### src/rtl/demultiplexer_8_reg.sv
// Registered 1-to-8 demultiplexer: one source fanned out to eight lanes, each with
// its own holding register and valid/ack handshake. Target lane comes from sel or a round-robin pointer.

module demultiplexer_8_reg_lane #(
    parameter int WIDTH = 8
) (
    input  logic             clock,
    input  logic             reset,
    input  logic             load_i,
    input  logic             ack_i,
    input  logic [WIDTH-1:0] din_i,
    output logic [WIDTH-1:0] data_o,
    output logic             valid_o
);
    logic [WIDTH-1:0] data_q, data_d;
    logic             valid_q, valid_d;

    // A load on the same edge as an ack wins: the lane stays full with the new word.
    always_comb begin
        data_d  = data_q;
        valid_d = valid_q;
        if (ack_i && valid_q) valid_d = 1'b0;
        if (load_i) begin
            data_d  = din_i;
            valid_d = 1'b1;
        end
    end

    always_ff @(posedge clock or posedge reset) begin
        if (reset) begin
            data_q  <= '0;
            valid_q <= 1'b0;
        end else begin
            data_q  <= data_d;
            valid_q <= valid_d;
        end
    end

    assign data_o  = data_q;
    assign valid_o = valid_q;
endmodule

module demultiplexer_8_reg #(
    parameter int WIDTH = 8
) (
    input  logic               clock,
    input  logic               reset,
    input  logic               enable,
    input  logic               autoMode,
    input  logic [2:0]         sel,
    input  logic [WIDTH-1:0]   demuxIn,
    input  logic               inValid,
    output logic               inReady,
    output logic [8*WIDTH-1:0] demuxOut,
    output logic [7:0]         outValid,
    input  logic [7:0]         outAck,
    output logic [2:0]         ptrOut
);
    logic [2:0] ptr_q, ptr_d;
    logic [2:0] tgt;
    logic       accept;
    logic [7:0] load;

    assign tgt     = autoMode ? ptr_q : sel;
    // A full lane being acked this cycle can take a new word on the same edge.
    assign inReady = enable & (~outValid[tgt] | outAck[tgt]);
    assign accept  = inValid & inReady;

    always_comb begin
        load = '0;
        if (accept) load[tgt] = 1'b1;
    end

    // Pointer never skips a stalled lane; it only moves on an accepted word in auto mode.
    always_comb begin
        ptr_d = ptr_q;
        if (accept && autoMode) ptr_d = ptr_q + 3'd1;
    end

    always_ff @(posedge clock or posedge reset) begin
        if (reset) ptr_q <= '0;
        else       ptr_q <= ptr_d;
    end

    assign ptrOut = ptr_q;

    for (genvar g = 0; g < 8; g++) begin : g_lane
        demultiplexer_8_reg_lane #(.WIDTH(WIDTH)) u_lane (
            .clock   (clock),
            .reset   (reset),
            .load_i  (load[g]),
            .ack_i   (outAck[g]),
            .din_i   (demuxIn),
            .data_o  (demuxOut[g*WIDTH +: WIDTH]),
            .valid_o (outValid[g])
        );
    end
endmodule

### config.mk
export PLATFORM = sky130hd
export DESIGN_NAME = demultiplexer_8_reg
export DESIGN_NICKNAME = d
export VERILOG_FILES = /design/src/rtl/demultiplexer_8_reg.sv
export SDC_FILE = /design/constraint.sdc
export NUM_CORES = 1
export LEC_CHECK = 0
export CORE_MARGIN = 10
export CORE_UTILIZATION = 43
export DETAILED_ROUTE_END_ITERATION = 7
export PLACE_DENSITY = 0.76
export SLEW_MARGIN = 10
export SYNTH_ARGS = -nofsm -noshare
export SYNTH_HDL_FRONTEND = slang
export SYNTH_SLANG_ARGS = --single-unit
### constraint.sdc
create_clock -name clock -period 2.6 [get_ports clock]
set_input_delay 0.52 -clock clock [delete_from_list [all_inputs] [get_ports clock]]
set_output_delay 0.52 -clock clock [all_outputs]
set_load 0.05 [all_outputs]
-- Yosys cells after proc, flatten, opt, wreduce, memory -nomap -nowiden
Index checks and enable logic that the tools add are counted.
- register bits: 75
- word-level logic and storage cells: 66
- output and inout port bits: 76
- magnitude comparators: 2
- bitwise operators: 4
- reductions and logical operators: 18
- mux-type cells: 24
- add/sub/neg operators: 1
- operators with widths (cell ; number):
    $mux W1 ; 19
    $reduce_bool A2 Y1 ; 8
    $logic_and A1 B1 Y1 ; 10
    $mux W8 ; 1
    $bmux W1 S3 ; 2
    $lt A3 B4 Y1 const B ; 1
    $add A3 B1 Y3 const B ; 1
    $demux W1 S3 ; 1
    $ge A3 B1 Y1 const B ; 1
    $mux W3 ; 1
    $and A1 B1 Y1 ; 2
    $not A1 Y1 ; 1
    $or A1 B1 Y1 ; 1

-- Longest topological paths before layout
- word-level depth: 9
- mapped depth: 7
- gate-level depth less buffers: 6

-- By module
A second synthesis with hierarchy kept.
- cells, all modules: 217
- area total of the unflattened synthesis: 3407.0 µm²
- modules (own cells, without submodules) (module ; area each (µm²) ; times used ; cells each):
    demultiplexer_8_reg_lane ; 372.9 ; 8 ; 21
    demultiplexer_8_reg ; 424.2 ; 1 ; 49

-- Least setup slack after synthesis
OpenSTA, ideal clock, no wires.
- kind: reg2out
- from: reg ptr_q[0], in the netlist ptrOut[0]
- to: out inReady
- path slack: -529 ps
- stages on the path, launching flop included: 7
- path buffers: 1
- required time: 2080 ps
- arrival time: 2609 ps
- path through: dfrtp_1 > mux2i_2 > mux4_2 > and2_4 > o22ai_4 > buf_12 > and2_1
- longest elaborated chain between the ends: 6
- elaborated cells on any way between the ends: 8
- those cells by class: mux: 5; bitwise: 3
- ends and longest elaborated chain (what ; RTL line ; RTL):
    from (decl) ; 59 ; logic [2:0] ptr_q, ptr_d;
    from (signal assigned) ; 82 ; else ptr_q <= ptr_d;
    $mux W3 * ; 64 ; assign tgt = autoMode ? ptr_q : sel;
    $bmux W1 S3 ; 66 ; assign inReady = enable & (~outValid[tgt] | outAck[tgt]);
    $mux W1 (implied by the code) ; 66 ;
    $not A1 Y1 ; 66 ;
    $or A1 B1 Y1 * ; 66 ;
    $and A1 B1 Y1 * ; 66 ;
    to (decl) ; 53 ; output logic inReady,
Mark *: on every way between the ends. The rest lies on a longest branch, timed or not. The select of a mux whose other input is x is not followed.

-- Worst setup path in the final report
- from: in autoMode
- to: out inReady
- longest elaborated chain between the ends: 6
- elaborated cells on any way between the ends: 8
- those cells by class: mux: 5; bitwise: 3
- ends and longest elaborated chain (what ; RTL line ; RTL):
    from (decl) ; 49 ; input logic autoMode,
    $mux W3 * ; 64 ;
    $bmux W1 S3 ; 66 ;
    $mux W1 (implied by the code) ; 66 ;
    $not A1 Y1 ; 66 ;
    $or A1 B1 Y1 * ; 66 ;
    $and A1 B1 Y1 * ; 66 ;
Marks and branches as above.

==> impl_results.md <==
* Path depth of the worst reg2reg path at 8
* Hold path depth at 1
* Slew HR at between 60 and 70%
* First-pass detailed-route iteration total at 4
* Sequential-to-total area share from yosys stat at 55.13%
* Placed cell count at between 400 and 500
* R2R Path Start: ptrOut[0]$_DFFE_PP0P_
* Mux share of post-synthesis cell area at between 30% and 40%
* Final core utilization at between 60 and 70%
* Final worst slack at between 0.02 and 0.025 ns
* Most common cell after layout, fill and taps aside: clkdlybuf4s50_1
* Hold Crit Start: g_lane[5].u_lane.data_o[2]$_DFFE_PP0P_
* Post-synthesis xor/xnor area fraction at less than 1%
* Met1 usage at a little under a fifth
* Non-filler instance count after layout at 441
* Final Skew at about 0.011 ns
* Max-Cap Viols at 0
* Antenna cells at 0
* GRT overflow at 0
* Max Freq at 0.3883 GHz
* Peak VDD IR at approximately 0.80 mV
* Min Clock Period, post-route at roughly 2.6 ns
* Initial Util at between 40% and 50%
* Top cells by area, synth: dfrtp_1 55%, mux2_4 25%, nand2_8 4.1%
* DR WL/cell at 19.46 microns
* Sinks on Clock Net at 75
* Port Buf Inserts at 99
* Mapped cell area at around 3400 sq um
* Most used routing layer: met2
* Largest net degree at the start of global routing at 49
* Post-Synthesis Cells at around 210
* DP Area at between 4000 and 5000 sq um
* CP startpoint kind: input port
* Vias at 2137
* Fill count at 572
* Die ar. at approximately 12000 sq um
* Hold_ws at between 0.4 and 0.5 ns
* CP Data Arrival Time at ~2 ns
* DRC viols at 0
* Die W at roughly 110 microns
* Dpl ws at -0.6243 ns
* Simple-gate area share of the yosys netlist at ~7.3%
* Non-Filler Cell Area, Final at between 4000 and 5000 sq um
* Yosys reg bits at between 70 and 80
* Syn Nets at ~230
* Count of different cell masters after synthesis at 27
* Ys Warns at 0
* Final period util at roughly 99%
* M3 GR Usage at around 5.8%
* R2R Path End: g_lane[2].u_lane.data_o[4]$_DFFE_PP0P_
* WP data required at ~2.1 ns
* Die height at between 100 and 150 microns
* Worst skew pair latency at between 0.3 and 0.4 ns
* Core Rows at 32
* Hold/Removal Path Class: register to register
* GP Congestion at roughly 0.77
* RSZ-0062 raised after global routing: true
* Most frequent cells in the layout: 94 x clkdlybuf4s50_1, 74 x dfrtp_1, 57 x mux2_4, 22 x buf_4
* Overall Power at 7.156 mW
* Largest family of logic cells by synthesized area: multiplexers
* Core Region at around 7700 sq um
* Synthesized area per cell at 16.29 sq um
* DR vias/cell at between 4 and 5
* Fin. max-slew vios at 0
* Antenna violations before repair at 0
* Nature of the critical path endpoint: output pin
* Compound-Gate Fraction of Synth Area at roughly 1.9%
* # hold bufs at CTS at 0
* Max Buffers Root-to-Sink at 2
* Area grow syn2layout at 43.59%
* LEAKAGE at roughly 2.3 nW
* Critical path class: input port to output pin
* Outcome: complete, no violations
* Max FO, Critical Path at 4
* CTS buffer count at 9
* Share of the synthesized area in the top cell type at a little under three fifths
* TNS Setup at 0 ns
* FF-to-FF setup slack at around 0.2 ns
* Post-route ant nets at 0
* Met2 usage at a little under a quarter
* Tot GR Track Use at between 10% and 20%
* Final hold vios at 0
* Slew @ Worst Pin at 0.5430 ns
* CTS root buf: clkbuf_8
* Vias in the first global route at 2312
* TritonCTS clock tree: yes
* Final wirelength at between 8000 and 9000 microns
* # H-tree levels at 3
* Post-synth top area cell: dfrtp_1
* Post-Synth Adder-Cell Area at less than 1%
* Clock transition at path regs at 0.09 ns
* First-pass GRT wire length at between 10000 and 15000 microns
* Initial drt markers at 61
* Post-DP HPWL at 6301 microns
* Layout cells sized above 1 at between 30% and 40%
* Pwr/cell area at 1464 nW/um^2
* Final net count at 359
* # setup viols final at 0
* Hold endpoint: g_lane[5].u_lane.data_o[2]$_DFFE_PP0P_
* Ports at 100
-- registers in the layout, summed over array words and instances (netlist names) --
signal                 count
g_lane.u_lane.valid_o      8
ptrOut                     3
g_lane.u_lane.data_o      64
-- where the power goes --
group / leakage (nW) / switching (mW) / internal (mW)
logic: 1.25 / 2.51 / 1.68
clock network: 0.102 / 0.468 / 0.452
registers: 0.934 / 0.352 / 1.69
-- cell usage after synthesis --
cell / n
ha_1: 1
and2_4: 1
mux2_1: 9
nand3b_1: 1
and3_1: 1
nor2_1: 10
or2_2: 1
o22ai_4: 1
mux2_2: 1
buf_4: 8
nand2_8: 7
mux2i_1: 3
mux4_2: 3
and2_1: 1
nand2b_1: 1
nand2_1: 2
inv_1: 10
o21ai_0: 1
nand3_1: 2
buf_12: 1
nand2_2: 2
o22ai_1: 1
dfrtp_1: 75
mux2i_2: 1
o21ai_1: 7
xnor2_1: 2
mux2_4: 56
-- routing by layer --
metal / wire, microns / vias up
met3: 698 / 10
met4: 158 / 0
li1: - / 980
met5: 0 / -
met1: 3669 / 1078
met2: 4055 / 69
-- critical path, cell delays in order --
cell	delay (ns)
buf_2	0.16
mux2i_4	0.26
mux4_2	0.51
and2_4	0.16
o22ai_4	0.15
and2_4	0.17
buf_12	0.13
-- worst max-delay path by stage --
stage / endpoint / cells past startpoint / startpoint
floorplan: inReady / 6 / autoMode
global placement: g_lane[7].u_lane.data_o[0]$_DFFE_PP0P_ / 8 / autoMode
detailed placement: g_lane[6].u_lane.data_o[2]$_DFFE_PP0P_ / 8 / autoMode
CTS: inReady / 6 / ptrOut[0]$_DFFE_PP0P_
global route: inReady / 6 / ptrOut[0]$_DFFE_PP0P_
finish: inReady / 7 / autoMode
-- layout make-up --
type | instances | area [sq um] | area share [%]
Multi-Input combinational cell | 115 | 1445 | 29.56
Tap cell | 102 | 127.6 | 2.611
Sequential cell | 75 | 1878 | 38.42
Clock buffer | 9 | 123.9 | 2.534
Timing Repair Buffer | 123 | 1199 | 24.52
Inverter | 10 | 38.79 | 0.7934
Clock inverter | 7 | 76.32 | 1.561
-- kinds of logic (layout without fill, tap and decap cells) --
family,after synthesis,in the layout
flops,75,75
mux,73,73
fa+ha+maj,1,1
compound gates,10,10
buf+inv,19,149
xor+xnor,2,2
simple gates,29,29
-- what timing repair did --
item / in CTS / in global routing
setup buffers: 3 / 1
pin swaps: 4 / 2
setup endpoints to repair: 72 / 1
resized for setup: 14 / 0
hold endpoints to repair: 0 / 0
Note: power is estimated with default switching activity, not from simulation.
